==> config.mk <==
export PLATFORM = sky130hd
export DESIGN_NAME = id_ex_operand_stage_flat
export DESIGN_NICKNAME = d
export VERILOG_FILES = /design/src/rtl/riscv_pkg.sv /design/src/rtl/id_ex_operand_stage_if.sv /design/src/rtl/fwd_mux.sv /design/src/rtl/id_ex_operand_stage.sv /design/src/flat_wrapper.sv
export SDC_FILE = /design/constraint.sdc
export NUM_CORES = 1
export LEC_CHECK = 0
export CORE_MARGIN = 1
export CORE_UTILIZATION = 33
export CTS_CLUSTER_SIZE = 20
export DETAILED_ROUTE_END_ITERATION = 12
export HOLD_SLACK_MARGIN = 0.06
export PLACE_DENSITY = 0.75
export SLEW_MARGIN = 10
export SYNTH_ARGS = -nofsm -noshare
export SYNTH_HDL_FRONTEND = slang
export SYNTH_SLANG_ARGS = --single-unit
==> constraint.sdc <==
create_clock -name clk_i -period 1.9 [get_ports clk_i]
set_input_delay 0.285 -clock clk_i [delete_from_list [all_inputs] [get_ports clk_i]]
set_output_delay 0.285 -clock clk_i [all_outputs]
set_load 0.005 [all_outputs]
==> src/rtl/riscv_pkg.sv <==
// -----------------------------------------------------------------------------
// riscv_pkg
// Purpose : Shared definitions for the ID/EX operand stage.
//           - Datapath widths (XLEN, RADDR).
//           - ALU operation codes.
//           - Control bundle carried from ID into EX.
// Ports   : none (package)
// -----------------------------------------------------------------------------
package riscv_pkg;

   localparam int XLEN  = 32;
   localparam int RADDR = 5;

   typedef enum logic [3:0] {
      ALU_ADD = 4'b0000,
      ALU_SUB = 4'b0001,
      ALU_SLL = 4'b0010,
      ALU_XOR = 4'b0011,
      ALU_SRL = 4'b0100,
      ALU_SRA = 4'b0101,
      ALU_OR  = 4'b0110,
      ALU_AND = 4'b0111,
      ALU_BLT = 4'b1000,
      ALU_BGE = 4'b1001
   } alu_op_e;

   // Control bits that are cleared when a bubble is inserted.
   typedef struct packed {
      logic reg_write;
      logic mem_read;
      logic mem_write;
      logic mem_to_reg;
      logic branch;
      logic alu_src;
   } ctrl_t;

   localparam ctrl_t CTRL_BUBBLE = '0;

endpackage

==> src/rtl/id_ex_operand_stage_if.sv <==
// -----------------------------------------------------------------------------
// id_ex_operand_stage_if
// Purpose : Bundles every non-clock/reset signal of the ID/EX operand stage.
// Signals :
//   ID side      : valid_i, rs1/rs2_data_i, imm_i, rs1/rs2/rd_addr_i,
//                  alu_ctrl_i, alu_src_i, reg_write_i, mem_read_i,
//                  mem_write_i, mem_to_reg_i, branch_i
//   Pipeline ctl : stall_i, flush_i
//   Bypass       : exmem_reg_write_i/rd_i/data_i, memwb_reg_write_i/rd_i/data_i
//   EX side      : data1_o, data2_o, ALUCtrl_o, store_data_o, rd_addr_o,
//                  valid_o, reg_write_o, mem_read_o, mem_write_o,
//                  mem_to_reg_o, branch_o, load_use_stall_o
// Modports: slave  - the operand stage itself
//           master - the surrounding pipeline (drives the *_i signals)
// -----------------------------------------------------------------------------
interface id_ex_operand_stage_if;
   import riscv_pkg::*;

   logic              valid_i;
   logic [XLEN-1:0]   rs1_data_i;
   logic [XLEN-1:0]   rs2_data_i;
   logic [XLEN-1:0]   imm_i;
   logic [RADDR-1:0]  rs1_addr_i;
   logic [RADDR-1:0]  rs2_addr_i;
   logic [RADDR-1:0]  rd_addr_i;
   logic [3:0]        alu_ctrl_i;
   logic              alu_src_i;
   logic              reg_write_i;
   logic              mem_read_i;
   logic              mem_write_i;
   logic              mem_to_reg_i;
   logic              branch_i;
   logic              stall_i;
   logic              flush_i;
   logic              exmem_reg_write_i;
   logic [RADDR-1:0]  exmem_rd_i;
   logic [XLEN-1:0]   exmem_data_i;
   logic              memwb_reg_write_i;
   logic [RADDR-1:0]  memwb_rd_i;
   logic [XLEN-1:0]   memwb_data_i;

   logic [XLEN-1:0]   data1_o;
   logic [XLEN-1:0]   data2_o;
   logic [3:0]        ALUCtrl_o;
   logic [XLEN-1:0]   store_data_o;
   logic [RADDR-1:0]  rd_addr_o;
   logic              valid_o;
   logic              reg_write_o;
   logic              mem_read_o;
   logic              mem_write_o;
   logic              mem_to_reg_o;
   logic              branch_o;
   logic              load_use_stall_o;

   modport slave (
      input  valid_i, rs1_data_i, rs2_data_i, imm_i, rs1_addr_i, rs2_addr_i,
             rd_addr_i, alu_ctrl_i, alu_src_i, reg_write_i, mem_read_i,
             mem_write_i, mem_to_reg_i, branch_i, stall_i, flush_i,
             exmem_reg_write_i, exmem_rd_i, exmem_data_i,
             memwb_reg_write_i, memwb_rd_i, memwb_data_i,
      output data1_o, data2_o, ALUCtrl_o, store_data_o, rd_addr_o, valid_o,
             reg_write_o, mem_read_o, mem_write_o, mem_to_reg_o, branch_o,
             load_use_stall_o
   );

   modport master (
      output valid_i, rs1_data_i, rs2_data_i, imm_i, rs1_addr_i, rs2_addr_i,
             rd_addr_i, alu_ctrl_i, alu_src_i, reg_write_i, mem_read_i,
             mem_write_i, mem_to_reg_i, branch_i, stall_i, flush_i,
             exmem_reg_write_i, exmem_rd_i, exmem_data_i,
             memwb_reg_write_i, memwb_rd_i, memwb_data_i,
      input  data1_o, data2_o, ALUCtrl_o, store_data_o, rd_addr_o, valid_o,
             reg_write_o, mem_read_o, mem_write_o, mem_to_reg_o, branch_o,
             load_use_stall_o
   );

endinterface

==> src/rtl/fwd_mux.sv <==
// -----------------------------------------------------------------------------
// fwd_mux
// Purpose : Operand bypass for one source register. Compares the registered
//           source address against the EX/MEM and MEM/WB destinations and
//           selects the youngest matching result, else the regfile value.
// Ports   :
//   i_bypass_en   in  1      0 forces the regfile value through
//   i_rs_addr     in  RADDR  registered source address
//   i_rs_data     in  XLEN   registered regfile read data
//   i_exmem_we    in  1      EX/MEM writes its rd
//   i_exmem_rd    in  RADDR  EX/MEM destination
//   i_exmem_data  in  XLEN   EX/MEM ALU result
//   i_memwb_we    in  1      MEM/WB writes its rd
//   i_memwb_rd    in  RADDR  MEM/WB destination
//   i_memwb_data  in  XLEN   MEM/WB writeback value
//   o_data        out XLEN   forwarded operand
// -----------------------------------------------------------------------------
module fwd_mux
   import riscv_pkg::*;
(
   input  logic             i_bypass_en,
   input  logic [RADDR-1:0] i_rs_addr,
   input  logic [XLEN-1:0]  i_rs_data,
   input  logic             i_exmem_we,
   input  logic [RADDR-1:0] i_exmem_rd,
   input  logic [XLEN-1:0]  i_exmem_data,
   input  logic             i_memwb_we,
   input  logic [RADDR-1:0] i_memwb_rd,
   input  logic [XLEN-1:0]  i_memwb_data,
   output logic [XLEN-1:0]  o_data
);

   logic w_exmem_hit;
   logic w_memwb_hit;

   // x0 is hard-wired to zero, so a write targeting it must never be bypassed.
   assign w_exmem_hit = i_bypass_en & i_exmem_we & (i_exmem_rd != '0) & (i_exmem_rd == i_rs_addr);
   assign w_memwb_hit = i_bypass_en & i_memwb_we & (i_memwb_rd != '0) & (i_memwb_rd == i_rs_addr);

   // EX/MEM holds the younger result, so it is checked first.
   always_comb begin
      o_data = i_rs_data;
      if (w_exmem_hit) begin
         o_data = i_exmem_data;
      end else if (w_memwb_hit) begin
         o_data = i_memwb_data;
      end
   end

endmodule

==> src/rtl/id_ex_operand_stage.sv <==
// -----------------------------------------------------------------------------
// id_ex_operand_stage
// Purpose : ID/EX pipeline register plus ALU operand issue.
//           - Latches decoded ID fields every cycle (1-cycle ID->EX latency).
//           - Forwards EX/MEM and MEM/WB results into both operands.
//           - Flags load-use hazards so ID can hold while a bubble goes in.
//           Update priority at each edge: flush > stall > load-use bubble > load.
// Ports   :
//   clk_i   in  1  clock, rising edge
//   rst_i   in  1  asynchronous reset, active low
//   bus     slave modport of id_ex_operand_stage_if (ID fields, stall/flush,
//           bypass sources, EX operands/controls, load_use_stall_o)
// Build option:
//   EX_BYPASS_EN  defined     : EX/MEM and MEM/WB forwarding enabled.
//                 not defined : operands come straight from the registered
//                               regfile data; bypass inputs are ignored and
//                               upstream logic must stall on every RAW case.
// -----------------------------------------------------------------------------
module id_ex_operand_stage
   import riscv_pkg::*;
(
   input  logic                  clk_i,
   input  logic                  rst_i,
   id_ex_operand_stage_if.slave  bus
);

   // ---------------------------------------------------------------- state
   logic             r_valid;
   ctrl_t            r_ctrl;
   alu_op_e          r_alu_ctrl;
   logic [XLEN-1:0]  r_rs1_data;
   logic [XLEN-1:0]  r_rs2_data;
   logic [XLEN-1:0]  r_imm;
   logic [RADDR-1:0] r_rs1_addr;
   logic [RADDR-1:0] r_rs2_addr;
   logic [RADDR-1:0] r_rd;

   logic             w_load_use;
   logic             w_bypass_en;
   logic [RADDR-1:0] w_rs_addr [2];
   logic [XLEN-1:0]  w_rs_data [2];
   logic [XLEN-1:0]  w_fwd     [2];

`ifdef EX_BYPASS_EN
   assign w_bypass_en = 1'b1;
`else
   assign w_bypass_en = 1'b0;
`endif

   // A load in EX whose rd is read by the instruction now in ID cannot be
   // forwarded in time. A flush squashes ID anyway, so no hold is needed then.
   assign w_load_use = r_valid & r_ctrl.mem_read & (r_rd != '0) & bus.valid_i
                     & ((r_rd == bus.rs1_addr_i) | (r_rd == bus.rs2_addr_i))
                     & ~bus.flush_i;

   // ------------------------------------------------------- pipeline register
   // Bubbles clear valid and the control bundle only; data fields keep their
   // last values since nothing downstream looks at them without valid.
   always_ff @(posedge clk_i or negedge rst_i) begin
      if (!rst_i) begin
         r_valid    <= 1'b0;
         r_ctrl     <= CTRL_BUBBLE;
         r_alu_ctrl <= ALU_ADD;
         r_rs1_data <= '0;
         r_rs2_data <= '0;
         r_imm      <= '0;
         r_rs1_addr <= '0;
         r_rs2_addr <= '0;
         r_rd       <= '0;
      end else if (bus.flush_i) begin
         r_valid <= 1'b0;
         r_ctrl  <= CTRL_BUBBLE;
      end else if (bus.stall_i) begin
         // hold everything, including a bubble already in place
      end else if (w_load_use) begin
         r_valid <= 1'b0;
         r_ctrl  <= CTRL_BUBBLE;
      end else begin
         r_valid           <= bus.valid_i;
         r_ctrl.reg_write  <= bus.reg_write_i;
         r_ctrl.mem_read   <= bus.mem_read_i;
         r_ctrl.mem_write  <= bus.mem_write_i;
         r_ctrl.mem_to_reg <= bus.mem_to_reg_i;
         r_ctrl.branch     <= bus.branch_i;
         r_ctrl.alu_src    <= bus.alu_src_i;
         r_alu_ctrl        <= alu_op_e'(bus.alu_ctrl_i);
         r_rs1_data        <= bus.rs1_data_i;
         r_rs2_data        <= bus.rs2_data_i;
         r_imm             <= bus.imm_i;
         r_rs1_addr        <= bus.rs1_addr_i;
         r_rs2_addr        <= bus.rs2_addr_i;
         r_rd              <= bus.rd_addr_i;
      end
   end

   // ---------------------------------------------------------- forwarding
   // Index 0 = rs1, index 1 = rs2.
   assign w_rs_addr[0] = r_rs1_addr;
   assign w_rs_addr[1] = r_rs2_addr;
   assign w_rs_data[0] = r_rs1_data;
   assign w_rs_data[1] = r_rs2_data;

   generate
      for (genvar gi = 0; gi < 2; gi++) begin : g_fwd
         fwd_mux u_fwd_mux (
            .i_bypass_en  (w_bypass_en),
            .i_rs_addr    (w_rs_addr[gi]),
            .i_rs_data    (w_rs_data[gi]),
            .i_exmem_we   (bus.exmem_reg_write_i),
            .i_exmem_rd   (bus.exmem_rd_i),
            .i_exmem_data (bus.exmem_data_i),
            .i_memwb_we   (bus.memwb_reg_write_i),
            .i_memwb_rd   (bus.memwb_rd_i),
            .i_memwb_data (bus.memwb_data_i),
            .o_data       (w_fwd[gi])
         );
      end
   endgenerate

   // ------------------------------------------------------------- outputs
   assign bus.data1_o          = w_fwd[0];
   assign bus.data2_o          = r_ctrl.alu_src ? r_imm : w_fwd[1];
   assign bus.store_data_o     = w_fwd[1];
   assign bus.ALUCtrl_o        = r_alu_ctrl;
   assign bus.rd_addr_o        = r_rd;
   assign bus.valid_o          = r_valid;
   assign bus.reg_write_o      = r_ctrl.reg_write;
   assign bus.mem_read_o       = r_ctrl.mem_read;
   assign bus.mem_write_o      = r_ctrl.mem_write;
   assign bus.mem_to_reg_o     = r_ctrl.mem_to_reg;
   assign bus.branch_o         = r_ctrl.branch;
   assign bus.load_use_stall_o = w_load_use;

endmodule
==> src/flat_wrapper.sv <==
// flat-port wrapper written by rule: the top's interface ports become plain ports
module id_ex_operand_stage_flat import riscv_pkg::*;
  (clk_i, rst_i, bus_valid_i, bus_rs1_data_i, bus_rs2_data_i, bus_imm_i, bus_rs1_addr_i, bus_rs2_addr_i, bus_rd_addr_i, bus_alu_ctrl_i, bus_alu_src_i, bus_reg_write_i, bus_mem_read_i, bus_mem_write_i, bus_mem_to_reg_i, bus_branch_i, bus_stall_i, bus_flush_i, bus_exmem_reg_write_i, bus_exmem_rd_i, bus_exmem_data_i, bus_memwb_reg_write_i, bus_memwb_rd_i, bus_memwb_data_i, bus_data1_o, bus_data2_o, bus_ALUCtrl_o, bus_store_data_o, bus_rd_addr_o, bus_valid_o, bus_reg_write_o, bus_mem_read_o, bus_mem_write_o, bus_mem_to_reg_o, bus_branch_o, bus_load_use_stall_o);
  id_ex_operand_stage_if bus_i ();
  input  logic clk_i;
  input  logic rst_i;
  input wire logic [$bits(bus_i.valid_i)-1:0] bus_valid_i;
  input wire logic [$bits(bus_i.rs1_data_i)-1:0] bus_rs1_data_i;
  input wire logic [$bits(bus_i.rs2_data_i)-1:0] bus_rs2_data_i;
  input wire logic [$bits(bus_i.imm_i)-1:0] bus_imm_i;
  input wire logic [$bits(bus_i.rs1_addr_i)-1:0] bus_rs1_addr_i;
  input wire logic [$bits(bus_i.rs2_addr_i)-1:0] bus_rs2_addr_i;
  input wire logic [$bits(bus_i.rd_addr_i)-1:0] bus_rd_addr_i;
  input wire logic [$bits(bus_i.alu_ctrl_i)-1:0] bus_alu_ctrl_i;
  input wire logic [$bits(bus_i.alu_src_i)-1:0] bus_alu_src_i;
  input wire logic [$bits(bus_i.reg_write_i)-1:0] bus_reg_write_i;
  input wire logic [$bits(bus_i.mem_read_i)-1:0] bus_mem_read_i;
  input wire logic [$bits(bus_i.mem_write_i)-1:0] bus_mem_write_i;
  input wire logic [$bits(bus_i.mem_to_reg_i)-1:0] bus_mem_to_reg_i;
  input wire logic [$bits(bus_i.branch_i)-1:0] bus_branch_i;
  input wire logic [$bits(bus_i.stall_i)-1:0] bus_stall_i;
  input wire logic [$bits(bus_i.flush_i)-1:0] bus_flush_i;
  input wire logic [$bits(bus_i.exmem_reg_write_i)-1:0] bus_exmem_reg_write_i;
  input wire logic [$bits(bus_i.exmem_rd_i)-1:0] bus_exmem_rd_i;
  input wire logic [$bits(bus_i.exmem_data_i)-1:0] bus_exmem_data_i;
  input wire logic [$bits(bus_i.memwb_reg_write_i)-1:0] bus_memwb_reg_write_i;
  input wire logic [$bits(bus_i.memwb_rd_i)-1:0] bus_memwb_rd_i;
  input wire logic [$bits(bus_i.memwb_data_i)-1:0] bus_memwb_data_i;
  output wire logic [$bits(bus_i.data1_o)-1:0] bus_data1_o;
  output wire logic [$bits(bus_i.data2_o)-1:0] bus_data2_o;
  output wire logic [$bits(bus_i.ALUCtrl_o)-1:0] bus_ALUCtrl_o;
  output wire logic [$bits(bus_i.store_data_o)-1:0] bus_store_data_o;
  output wire logic [$bits(bus_i.rd_addr_o)-1:0] bus_rd_addr_o;
  output wire logic [$bits(bus_i.valid_o)-1:0] bus_valid_o;
  output wire logic [$bits(bus_i.reg_write_o)-1:0] bus_reg_write_o;
  output wire logic [$bits(bus_i.mem_read_o)-1:0] bus_mem_read_o;
  output wire logic [$bits(bus_i.mem_write_o)-1:0] bus_mem_write_o;
  output wire logic [$bits(bus_i.mem_to_reg_o)-1:0] bus_mem_to_reg_o;
  output wire logic [$bits(bus_i.branch_o)-1:0] bus_branch_o;
  output wire logic [$bits(bus_i.load_use_stall_o)-1:0] bus_load_use_stall_o;
  assign bus_i.valid_i = bus_valid_i;
  assign bus_i.rs1_data_i = bus_rs1_data_i;
  assign bus_i.rs2_data_i = bus_rs2_data_i;
  assign bus_i.imm_i = bus_imm_i;
  assign bus_i.rs1_addr_i = bus_rs1_addr_i;
  assign bus_i.rs2_addr_i = bus_rs2_addr_i;
  assign bus_i.rd_addr_i = bus_rd_addr_i;
  assign bus_i.alu_ctrl_i = bus_alu_ctrl_i;
  assign bus_i.alu_src_i = bus_alu_src_i;
  assign bus_i.reg_write_i = bus_reg_write_i;
  assign bus_i.mem_read_i = bus_mem_read_i;
  assign bus_i.mem_write_i = bus_mem_write_i;
  assign bus_i.mem_to_reg_i = bus_mem_to_reg_i;
  assign bus_i.branch_i = bus_branch_i;
  assign bus_i.stall_i = bus_stall_i;
  assign bus_i.flush_i = bus_flush_i;
  assign bus_i.exmem_reg_write_i = bus_exmem_reg_write_i;
  assign bus_i.exmem_rd_i = bus_exmem_rd_i;
  assign bus_i.exmem_data_i = bus_exmem_data_i;
  assign bus_i.memwb_reg_write_i = bus_memwb_reg_write_i;
  assign bus_i.memwb_rd_i = bus_memwb_rd_i;
  assign bus_i.memwb_data_i = bus_memwb_data_i;
  assign bus_data1_o = bus_i.data1_o;
  assign bus_data2_o = bus_i.data2_o;
  assign bus_ALUCtrl_o = bus_i.ALUCtrl_o;
  assign bus_store_data_o = bus_i.store_data_o;
  assign bus_rd_addr_o = bus_i.rd_addr_o;
  assign bus_valid_o = bus_i.valid_o;
  assign bus_reg_write_o = bus_i.reg_write_o;
  assign bus_mem_read_o = bus_i.mem_read_o;
  assign bus_mem_write_o = bus_i.mem_write_o;
  assign bus_mem_to_reg_o = bus_i.mem_to_reg_o;
  assign bus_branch_o = bus_i.branch_o;
  assign bus_load_use_stall_o = bus_i.load_use_stall_o;
  id_ex_operand_stage u_core (.clk_i(clk_i), .rst_i(rst_i), .bus(bus_i));
endmodule
* Word-level counts from Yosys, hierarchy flattened *
Index checks and enable logic that the tools add are counted.

storage, ports and cells
  bits in registers = 112
  input port bits = 202

operators by class
  equality and inequality tests = 3
  multiplexer cells = 7
  bitwise gates (word level) = 9
  reductions and logical operators = 2

operators by type and width
  cell                                            number
  2-to-1 mux 32 bit                               1
  2-to-1 mux 6 bit                                3
  == test 5 bit                                   2
  AND 1 bit                                       5
  nonzero test 5 bit                              1
  2-to-1 mux 1 bit                                3
  inverter 1 bit                                  3
  AND reduction 3 bit                             1
  != test 2 x 1 -> 1 bit (second input constant)  1
  OR 1 bit                                        1

* Logic depth before layout (Yosys ltp) *
Gate-level depths: netlist of the first run.

  word-level depth = 8
  depth in mapped cells = 7
  depth with buffers taken out = 5

* Hierarchy *
Synthesis of the first run repeated with hierarchy kept, for this count alone.

unflattened totals
  cell total of the unflattened synthesis = 700
  area, all modules = 7628.6 um^2

modules (own cells, without submodules)
  module               instances  cells an instance  area each (um^2)
  id_ex_operand_stage  1          334                5316.3
  fwd_mux              2          183                1156.1

* Least setup slack after synthesis of the first run *
Ideal clock, no wire load.

  path kind = register to register
  start = register u_core.r_rd[0] (netlist: u_core.bus.rd_addr_o[0])
  end = register u_core.r_imm[27]
  setup time = 0.127 ns
  arrival time = 1.947 ns
  data required time = 1.773 ns
  slack = -0.174 ns
  stages on the path, launching flop included = 8
  path buffers = 2
  period minus slack after synthesis = 2.074 ns
  cell sequence = dfrtp_1 or4_1 nor2_1 nor4_1 a21oi_2 buf_4 buf_6 mux2_1

between the ends
  cells in the longest elaborated chain, start to end = 7
  elaborated cells on any way between the ends = 10
  those cells by class = eq/ne (2); bitwise (6); reduce/logical (2)

ends and longest elaborated chain
  element                            RTL line                   text
  start: declaration                 id_ex_operand_stage.sv:36  logic [RADDR-1:0] r_rd;
  start signal: assignment           id_ex_operand_stage.sv:92  r_rd <= bus.rd_addr_i;
  nonzero test 5 bit                 id_ex_operand_stage.sv:52  assign w_load_use = r_valid & r_ctrl.mem_read & (r_rd != '0) & bus.valid_i
  AND 1 bit (2 in series)            id_ex_operand_stage.sv:52
  AND 1 bit (*)                      id_ex_operand_stage.sv:53  & ((r_rd == bus.rs1_addr_i) | (r_rd == bus.rs2_addr_i))
  AND 1 bit (*)                      id_ex_operand_stage.sv:54  & ~bus.flush_i;
  inverter 1 bit (no line) (*)       -
  AND reduction 3 bit (no line) (*)  -
  end signal: assignment             id_ex_operand_stage.sv:89  r_imm <= bus.imm_i;
  end: declaration                   id_ex_operand_stage.sv:33  logic [XLEN-1:0] r_imm;

Every way passes the cells marked *; elsewhere a longest branch is shown, timed or not.
A chain may end at the register's enable or synchronous reset.

* Worst setup path after layout of the first run *
  start = register u_core.r_rd[3] (netlist: u_core.bus.rd_addr_o[3])
  end = register u_core.r_rs1_data[26]

between the ends
  cells in the longest elaborated chain, start to end = 7
  elaborated cells on any way between the ends = 10
  those cells by class = eq/ne (2); bitwise (6); reduce/logical (2)

ends and longest elaborated chain
  element                            RTL line                   text
  nonzero test 5 bit                 id_ex_operand_stage.sv:52
  AND 1 bit (2 in series)            id_ex_operand_stage.sv:52
  AND 1 bit (*)                      id_ex_operand_stage.sv:53
  AND 1 bit (*)                      id_ex_operand_stage.sv:54
  inverter 1 bit (no line) (*)       -
  AND reduction 3 bit (no line) (*)  -
  end signal: assignment             id_ex_operand_stage.sv:87  r_rs1_data <= bus.rs1_data_i;
  end: declaration                   id_ex_operand_stage.sv:31  logic [XLEN-1:0] r_rs1_data;

Marked as above.

==> results by group, run 1 <==
Yosys
  – Post-synthesis simple-gate area fraction: 2.00%
  – Yosys warns: 0
  – Yosys top cell by area: dfrtp_1
  – Post-synthesis xor/xnor area fraction: 1.85%
  – Post-Syn Instances: 311
  – Fraction of the mapped netlist area in compound gates: 1.58%
  – Syn_nets: 513
  – Synth area leaders: dfrtp_1, mux2_2, mux2_1
  – Post-Synth Adder-Cell Area: 0%
  – Synth unique cells: 22
  – Post-Syn Area: 4740 µm²
  – Syn Area/Cell: 15.3 µm²
  – Share of the synthesized area in the top cell type: 59.1%
  – Largest family of logic cells by synthesized area: multiplexers
  – Synthesized flop and latch total: 112
  – Post-synthesis sequential area ratio: 59.1%
  – Multiplexer share of the synthesized area: 32.5%

Route
  – Final wirelength: 14.7 mm
  – Antenna-violating nets left: 0
  – Vias per std cell: 4.73
  – Vias: 3711
  – # DRC: 0
  – Met2 wire len: 7.29 mm
  – Top Metal Used: met4
  – M1 WL: 5.98 mm
  – Iteration-0 DRC Markers: 105
  – DRT Pass-1 Iters: 4
  – WL per Instance: 18.8 µm
  – WL met3: 1.19 mm

Timing
  – Hold_ws: 410 ps
  – Clock skew: 3.91 ps
  – Final period util: 120%
  – Setup TNS Final: -36910 ps
  – Unrepaired setup endpoints after global routing: true
  – Slew Viols, Final: 0
  – Slew headroom: 71.2%
  – Count of final setup violators: 106
  – Worst-margin pin slew: 432 ps
  – Count of final hold-check violations: 0
  – Post-layout worst setup margin: -373 ps
  – Fin crit period: 2270 ps
  – Max Clock Freq: 440 MHz

Pwr
  – Internal power: 5410 µW
  – Leakage Power: 0.00385 µW
  – Power Density: 808 nW/µm²
  – Max VDD drop: 0.000396 V
  – Switching portion of total power: 23.9%
  – Seq pwr share: 41.5%
  – Psw: 1700 µW
  – Power share of the clock group: 28.9%
  – Combinational share of power: 29.6%

Setup path
  – CP Class: reg2reg
  – Arrival @ worst endpoint: 2510 ps
  – Worst setup SP type: flop
  – Crit path max-delay family: simple AND/OR/NAND/NOR gates
  – CP Capture Type: flop
  – CP most frequent cell: buf_12
  – CP max-delay cell: or4_4
  – Crit Path Max Fanout: 6
  – Delay of the slowest cell on the worst path: 550 ps
  – CP required: 2130 ps
  – Buf/Inv on CP: 4
  – Crit path cell chain: or4_4, nor2_4, nor4_4, buf_4, a21oi_4, buf_12, clkbuf_16, buf_12, mux2_2

Global routing
  – Vias in the first global route: 3895
  – Largest net degree at the start of global routing: 61
  – Gr usage total: 17.5%
  – Initial antenna violation count: 0
  – First-pass GRT wire length: 19.8 mm
  – Grt total ovfl: 0

Final layout
  – Layout cells sized above 1: 40.1%
  – Layout area overhead: 85.3%
  – Non-filler cells, final: 784
  – Storage cell area: 2800 µm²
  – Nets: 801
  – Post-route design area: 8790 µm²
  – Antenna diode count: 0
  – Multi-input logic area: 2220 µm²
  – Fillers: 1005

Floorplan
  – Die W: 122 µm
  – Chip height: 122 µm
  – Io pins: 314
  – Die area: 14900 µm²
  – Core area: 13900 µm²
  – Number of placement rows: 43
  – Starting Density: 34.0%

Placed design
  – Post-DP HPWL: 9.35 mm
  – Buffers on Ports: 237
  – GPL Wtd Cong: 0.773
  – Placed Area: 7550 µm²
  – DP Cell Count: 737

Clocking
  – CTS tree: yes
  – Clock Sinks: 112
  – Clk Latency, worst-skew pair: 350 ps
  – Root Buffer: clkbuf_16
  – CTS buffer count: 9
  – Clock slew at reported path FFs: 70 ps
  – Max Root-Sink Buffers: 2
  – Htree depth: 3

Run
  – Max-cap violations: 0

Run status
  – Failing checks: setup timing
  – Status: complete, but fails checks

Worst hold path
  – Hold WC Path Type: in2async
## cells by family (layout without fill, tap and decap cells)
| logic type | count (synthesis) | count (layout) |
|---|---|---|
| AOI/OAI and AO/OA | 9 | 9 |
| muxes | 137 | 137 |
| and+or+nand+nor | 18 | 18 |
| DFF | 112 | 112 |
| xor gates and xnor gates | 10 | 10 |
| buffers and inverters | 25 | 318 |
## flip-flops by register name, indices dropped and copies added, names as in the netlist
register,count
u_core.bus.ALUCtrl_o,4
u_core.bus.branch_o,1
u_core.bus.mem_read_o,1
u_core.bus.mem_to_reg_o,1
u_core.bus.mem_write_o,1
u_core.bus.rd_addr_o,5
u_core.bus.reg_write_o,1
u_core.bus.valid_o,1
u_core.r_ctrl,1
u_core.r_imm,32
u_core.r_rs1_data,32
u_core.r_rs2_data,32
## Yosys cell counts, drive strengths merged
cell type	number
or4	1
inv	7
xnor2	10
clkbuf	7
o22ai	1
nand3b	3
nor2	1
nor2b	1
dfrtp	112
nand2	7
buf	11
o31ai	1
nor4	1
or2	1
mux2	137
a21oi	1
and2	1
o41ai	6
nand3	2
## power groups by stage
stage | Combinational (µW) | Clock [µW] | Sequential [µW]
2_1_floorplan | 555 | 0 | 2960
3_3_place_gp | 1770 | 0 | 2950
3_5_place_dp | 1790 | 0 | 2970
4_1_cts | 1830 | 2080 | 2930
5_1_grt | 2250 | 2150 | 2990
6_report | 2110 | 2050 | 2950
## through the flow
| step | setup slack (ps) | total power [µW] | utilization, % |
|---|---|---|---|
| final | -373 | 7110 | 63.1 |
| after global routing | -427 | 7380 | 63.1 |
| after CTS | -328 | 6830 | 58.1 |
| after detailed placement | -324 | 4760 | 54.2 |
| after global placement | -319 | 4710 | 54.2 |
| after floorplan | -138 | 3510 | - |
## routing by layer
metal / track usage, % / vias up
met1: 19.8 / 1863
met5: 0 / -
li1: - / 1674
met3: 6.23 / 22
met4: 7.18 / 0
met2: 29.9 / 152
## timing repair
| action | in CTS | in global routing |
|---|---|---|
| hold buffers | 1 | 0 |
| endpoints found under the setup margin | 138 | 130 |
| buffers inserted | 12 | 4 |
| gates cloned | 4 | 14 |
| gates resized for setup | 134 | 118 |
| pin swaps | 1 | 5 |
| endpoints found under the hold margin | 28 | 0 |
## layout make-up
| cell class | instances | share of cell area (%) |
|---|---|---|
| clock inverter | 3 | 0.740 |
| multi-input combinational | 174 | 25.3 |
| clock buffer | 13 | 2.85 |
| timing repair buffer | 295 | 36.4 |
| sequential | 112 | 31.9 |
| tap | 180 | 2.56 |
| inverter | 7 | 0.299 |
## path summary, 6_finish.rpt
kind / startpoint / endpoint / slack [ps] / depth (start not counted)
worst max register to register: u_core.bus.rd_addr_o[3]$_DFFE_PN0P_ / u_core.r_rs1_data[26]$_DFFE_PN0P_ / -370 / 9
worst min-delay path: rst_i / u_core.r_rs1_data[28]$_DFFE_PN0P_ / 410 / 2
min in group clk_i: u_core.r_rs1_data[6]$_DFFE_PN0P_ / u_core.r_rs1_data[6]$_DFFE_PN0P_ / 490 / 1
max in group asynchronous: rst_i / u_core.r_imm[15]$_DFFE_PN0P_ / 810 / 3
worst min register to register: u_core.r_rs1_data[6]$_DFFE_PN0P_ / u_core.r_rs1_data[6]$_DFFE_PN0P_ / 490 / 1
worst max-delay path: u_core.bus.rd_addr_o[3]$_DFFE_PN0P_ / u_core.r_rs1_data[26]$_DFFE_PN0P_ / -370 / 9
## cell usage in the layout, fill, tap and decap left out, types with 2 or more instances in the layout
master	instances
clkdlybuf4s50_1	203
dfrtp_1	111
mux2_4	89
mux2_2	39
clkbuf_16	20
buf_4	18
buf_2	16
buf_12	16
buf_6	13
xnor2_1	10
mux2_1	9
nand2_1	7
inv_1	7
buf_8	7
clkbuf_2	5
o41ai_2	4
nand3b_1	3
clkbuf_1	3
clkdlybuf4s15_1	3
nand3_1	2
o41ai_1	2
bufinv_16	2
Power figures use the tool's default switching activity.
==> run 2, diff against run 1 <==
--- a/config.mk
+++ b/config.mk
@@ -5,10 +5,11 @@
 export SDC_FILE = /design/constraint.sdc
 export NUM_CORES = 1
 export LEC_CHECK = 0
-export CORE_MARGIN = 1
-export CORE_UTILIZATION = 33
+export CORE_AREA = 2 2 122 124
+export CTS_BUF_LIST = sky130_fd_sc_hd__clkbuf_4
 export CTS_CLUSTER_SIZE = 20
 export DETAILED_ROUTE_END_ITERATION = 12
+export DIE_AREA = 0 0 124 126
 export HOLD_SLACK_MARGIN = 0.06
 export PLACE_DENSITY = 0.75
 export SLEW_MARGIN = 10
==> results by group, run 2 (synthesis results as in run 1) <==
Run status
  – Status: complete, but fails checks
  – Failing checks: setup timing

Setup path
  – FF-to-FF End: u_core.bus.rd_addr_o[3]$_DFFE_PN0P_
  – Worst setup SP type: flop
  – CP required: 2270 ps
  – CP max-delay cell: dfrtp_1
  – CP most frequent cell: buf_4
  – Delay of the slowest cell on the worst path: 420 ps
  – Crit path cell chain: buf_6, or4_4, nor2_4, nor4_2, buf_4, a21oi_4, buf_4, buf_4, mux2_2
  – RR Startpoint: u_core.bus.rd_addr_o[4]$_DFFE_PN0P_
  – R2r setup slk: -420 ps
  – Crit Path Max Fanout: 7
  – Arrival @ worst endpoint: 2690 ps
  – CP Capture Type: flop
  – Critical path origin: u_core.bus.rd_addr_o[4]$_DFFE_PN0P_
  – CP Class: reg2reg
  – Worst-case reg-to-reg path depth: 9

Timing
  – Clock skew: 17.1 ps
  – Post-layout worst setup margin: -420 ps
  – Count of final hold-check violations: 0
  – Worst-margin pin slew: 650 ps
  – Unrepaired setup endpoints after global routing: true
  – Final period util: 122%
  – Slew headroom: 56.7%
  – Slew Viols, Final: 0
  – Count of final setup violators: 134
  – Fin crit period: 2320 ps
  – Max Clock Freq: 431 MHz

Floorplan
  – Die area: 15600 µm²
  – Number of placement rows: 44
  – Io pins: 314
  – Die W: 124 µm
  – Starting Density: 33.1%
  – Core area: 14300 µm²
  – Chip height: 126 µm

Pwr
  – Internal power: 4660 µW
  – Power Density: 751 nW/µm²
  – Max VDD drop: 0.000380 V
  – Seq pwr share: 47.0%
  – Leakage Power: 0.00365 µW
  – Power share of the clock group: 21.1%
  – Switching portion of total power: 25.7%
  – Total power: 6270 µW
  – Psw: 1610 µW
  – Combinational share of power: 31.9%

Route
  – WL per Instance: 17.8 µm
  – Top Metal Used: met4
  – DRT Pass-1 Iters: 4
  – WL met3: 1.30 mm
  – # DRC: 0
  – Vias: 3671
  – Iteration-0 DRC Markers: 97
  – Met2 wire len: 7.14 mm
  – Antenna-violating nets left: 0
  – Vias per std cell: 4.64
  – Final wirelength: 14.1 mm
  – M1 WL: 5.43 mm

Clocking
  – CTS buffer count: 9
  – Clock Sinks: 112
  – Clock slew at reported path FFs: 160 ps
  – Htree depth: 3
  – CTS tree: yes
  – Root Buffer: clkbuf_4
  – Clk Latency, worst-skew pair: 470 ps
  – Max Root-Sink Buffers: 2

Final layout
  – Largest regs: u_core.r_imm: 32 flops, u_core.r_rs1_data: 32 flops, u_core.r_rs2_data: 32 flops
  – Layout area overhead: 75.9%
  – Layout cells sized above 1: 37.7%
  – Antenna diode count: 0
  – Most frequent cells in the layout: clkdlybuf4s50_1, dfrtp_1, mux2_4, mux2_2, mux2_1
  – Post-layout util: 58.3%
  – Post-route design area: 8350 µm²
  – Commonest non-fill, non-tap cell in the layout: clkdlybuf4s50_1
  – Nets: 805

Placed design
  – GPL Wtd Cong: 0.790
  – Post-DP HPWL: 9.44 mm
  – Buffers on Ports: 237
  – Placed Area: 7540 µm²

Run
  – Max-cap violations: 0

Worst hold path
  – Hold WC Path Type: in2reg
  – Hold path depth: 3
  – Hold endpoint: u_core.bus.reg_write_o$_DFFE_PN0P_
  – Hold Crit Start: bus_reg_write_i

Global routing
  – Vias in the first global route: 3962
  – Initial antenna violation count: 0
  – Largest net degree at the start of global routing: 113
  – First-pass GRT wire length: 20.6 mm
  – Gr usage total: 17.2%
  – Grt total ovfl: 0
[run 2: worst max path at each step]
stage / slack (ps) / endpoint / cells after the start
6_report: -420 / u_core.bus.rd_addr_o[3]$_DFFE_PN0P_ / 9
5_1_grt: -500 / u_core.bus.ALUCtrl_o[2]$_DFFE_PN0P_ / 9
4_1_cts: -430 / bus_data2_o[25] / 4
3_5_place_dp: -430 / bus_load_use_stall_o / 7
3_3_place_gp: -440 / bus_load_use_stall_o / 7
2_1_floorplan: -140 / u_core.r_imm[27]$_DFFE_PN0P_ / 7
[run 2: critical path, delay by kind of cell (launching register included)]
kind                   cells  cell delay [ps]
buffers and inverters      4              630
multiplexers               1              340
flip-flops                 1              420
AO/OA/AOI/OAI              1              200
AND/OR/NAND/NOR            3              610
[run 2: power groups by stage]
stage                     Sequential (µW)  Clock, µW  Combinational, µW
after floorplan                      2960          0                555
after global placement               2950          0               1760
after detailed placement             2980          0               1790
after CTS                            2940       1380               1930
after global routing                 2990       1470               2150
final                                2940       1330               2000
[run 2: timing repair]
item / CTS / global route
pin swaps: 3 / 4
resized for setup: 85 / 118
gates cloned: 4 / 2
buffers inserted: 12 / 21
hold buffers: 1 / 0
endpoints found under the setup margin: 138 / 144
hold endpoints to repair: 112 / 0
[run 2: through the flow]
step                hold slack (ps)  std cells  setup TNS [ps]  worst slack, ps
floorplan                     -10.6        311          -11630             -138
global placement                410        741          -27890             -435
detailed placement              419        741          -30150             -430
CTS                             298        774          -50520             -426
global route                    321        792          -55060             -499
finish                          344        792          -44000             -420
[run 2: routing by layer]
metal	vias to the layer above	global-route usage (%)
li1	1693	-
met1	1810	19.8
met2	153	29.5
met3	15	5.84
met4	0	6.15
met5	-	0
[run 2: final cells by class]
| cell class | instances | area, µm² |
|---|---|---|
| Clock buffer | 9 | 67.6 |
| Clock inverter | 7 | 93.8 |
| Multi-Input combinational cell | 174 | 2090 |
| Sequential cell | 112 | 2810 |
| Timing Repair Buffer | 299 | 3030 |
| Tap cell | 184 | 230 |
| Inverter | 7 | 26.3 |
| Fill cell | 1166 | 5970 |
==> run 3, diff against run 2 <==
--- a/config.mk
+++ b/config.mk
@@ -5,13 +5,13 @@
 export SDC_FILE = /design/constraint.sdc
 export NUM_CORES = 1
 export LEC_CHECK = 0
-export CORE_AREA = 2 2 122 124
+export CORE_AREA = 2 2 123 125
 export CTS_BUF_LIST = sky130_fd_sc_hd__clkbuf_4
 export CTS_CLUSTER_SIZE = 20
 export DETAILED_ROUTE_END_ITERATION = 12
-export DIE_AREA = 0 0 124 126
+export DIE_AREA = 0 0 125 127
 export HOLD_SLACK_MARGIN = 0.06
-export PLACE_DENSITY = 0.75
+export PLACE_DENSITY = 0.71
 export SLEW_MARGIN = 10
 export SYNTH_ARGS = -nofsm -noshare
 export SYNTH_HDL_FRONTEND = slang
==> constraint.sdc (replaced) <==
create_clock -name clk_i -period 2.8 [get_ports clk_i]
set_input_delay 0.42 -clock clk_i [delete_from_list [all_inputs] [get_ports clk_i]]
set_output_delay 0.42 -clock clk_i [all_outputs]
set_load 0.005 [all_outputs]
==> results by group, run 3 (synthesis results as in run 1) <==
Floorplan
  – Die area: 15900 µm²
  – Chip height: 127 µm
  – Number of placement rows: 44
  – Io pins: 314
  – Starting Density: 32.9%
  – Core area: 14400 µm²
  – Die W: 125 µm

Final layout
  – Multi-input logic area: 1810 µm²
  – Antenna diode count: 0
  – Commonest non-fill, non-tap cell in the layout: clkdlybuf4s50_1
  – Fillers: 1245
  – Nets: 759
  – Storage cell area: 2810 µm²
  – Largest regs: u_core.r_imm: 32 flops, u_core.r_rs1_data: 32 flops, u_core.r_rs2_data: 32 flops
  – Layout cells sized above 1: 21.7%
  – Layout area overhead: 58.8%
  – Post-layout util: 52.2%
  – Most frequent cells in the layout: clkdlybuf4s50_1, dfrtp_1, mux2_2, mux2_1, buf_4

Timing
  – Final period util: 87.9%
  – Unrepaired setup endpoints after global routing: false
  – Setup TNS Final: 0 ps
  – Clock skew: 17.9 ps
  – Post-layout worst setup margin: 339 ps
  – Count of final setup violators: 0
  – Slew headroom: 60.0%
  – Max Clock Freq: 406 MHz
  – Worst-margin pin slew: 600 ps
  – Slew Viols, Final: 0
  – Fin crit period: 2460 ps
  – Count of final hold-check violations: 0

Global routing
  – First-pass GRT wire length: 20.0 mm
  – Vias in the first global route: 3826
  – Gr usage total: 15.8%
  – Grt total ovfl: 0
  – Largest net degree at the start of global routing: 56
  – Initial antenna violation count: 0

Clocking
  – Clock Sinks: 112
  – Root Buffer: clkbuf_4
  – Clock slew at reported path FFs: 160 ps
  – CTS tree: yes
  – CTS buffer count: 9
  – Clk Latency, worst-skew pair: 480 ps
  – Htree depth: 3
  – Max Root-Sink Buffers: 2

Route
  – WL met3: 1.14 mm
  – DRT Pass-1 Iters: 4
  – Final wirelength: 12.3 mm
  – Iteration-0 DRC Markers: 104
  – Met2 wire len: 5.93 mm
  – Vias per std cell: 4.60
  – M1 WL: 5.15 mm
  – WL per Instance: 16.5 µm
  – Antenna-violating nets left: 0
  – Top Metal Used: met4
  – Vias: 3426
  – # DRC: 0

Placed design
  – GPL Wtd Cong: 0.765
  – Buffers on Ports: 237
  – Post-DP HPWL: 9.13 mm
  – Dpl ws: 316 ps

Run status
  – Status: completed

Setup path
  – CP required: 2380 ps
  – Buf/Inv on CP: 2
  – Crit Path Max Fanout: 21
  – Arrival @ worst endpoint: 2040 ps
  – CP Class: reg2out
  – CP Capture Type: primary output
  – R2r setup slk: 430 ps
  – Crit path max-delay family: buffers and inverters
  – Worst setup SP type: flop
  – Delay of the slowest cell on the worst path: 480 ps
  – Crit path cell chain: buf_4, mux2_2, clkdlybuf4s50_1
  – CP max-delay cell: clkdlybuf4s50_1

Pwr
  – Leakage Power: 0.00306 µW
  – Power Density: 524 nW/µm²
  – Max VDD drop: 0.000385 V
  – Total power: 3950 µW

Run
  – Max-cap violations: 0

Worst hold path
  – Hold WC Path Type: in2async
## run 3: changes by cell type in the layout (fill, tap and decap cells not counted), moves of 5 or more
cell             delta
buf_6              -22
clkdlybuf4s50_1    +34
mux2_1             +17
buf_12              -9
clkbuf_2           -19
buf_4              -18
mux2_4             -57
mux2_2             +40
buf_8               -5
## run 3: metrics by stage
step,hold slack [ps],cells,area [µm²]
6_report,476,745,7530
5_1_grt,437,745,7530
4_1_cts,423,741,7500
3_5_place_dp,469,725,7360
3_3_place_gp,462,725,7360
2_1_floorplan,124,311,4740
## run 3: worst paths after layout
| kind | startpoint | endpoint | cells after the start |
|---|---|---|---|
| max | u_core.r_ctrl[0]$_DFFE_PN0P_ | bus_data2_o[7] | 3 |
| min | rst_i | u_core.r_imm[7]$_DFFE_PN0P_ | 2 |
| max reg2reg | u_core.bus.rd_addr_o[0]$_DFFE_PN0P_ | u_core.r_imm[8]$_DFFE_PN0P_ | 7 |
| min reg2reg | u_core.r_imm[29]$_DFFE_PN0P_ | u_core.r_imm[29]$_DFFE_PN0P_ | 1 |
| max in group asynchronous | rst_i | u_core.r_imm[15]$_DFFE_PN0P_ | 3 |
| min in group clk_i | bus_mem_to_reg_i | u_core.bus.mem_to_reg_o$_DFFE_PN0P_ | 3 |
## run 3: repair_timing
item / 4_1_cts / 5_1_grt
endpoints found under the hold margin: 44 / 0
hold buffers: 1 / 0
buffers inserted: 0 / 4
gates resized for setup: 1 / 3
endpoints found under the setup margin: 1 / 1
pin swaps: 0 / 1
## run 3: power by group
group,switching [µW],internal (µW),leakage (µW)
registers,139,1850,0.00132
logic,346,826,0.00166
clock network,506,284,0.0000704
## run 3: worst reg2reg max path, cell delays in order (launching register included)
cell     delay [ps]
dfrtp_2         450
or4_1           550
nor2_2          130
nor4_1           60
buf_4           140
a21oi_4         210
buf_12          300
mux2_2          420
## run 3: per-layer routing
metal	vias to the layer above	global-route usage (%)
met3	5	7.12
met1	1679	19.1
li1	1595	-
met5	-	0
met2	147	26.2
met4	0	3.40
## run 3: layout make-up
class | count | share of cell area, %
flip-flops and latches | 112 | 37.2
clock inverters | 4 | 0.615
multi-input cells | 174 | 24.0
well taps | 184 | 3.06
inverters | 7 | 0.349
repair buffers | 253 | 33.6
clock buffers | 11 | 1.10
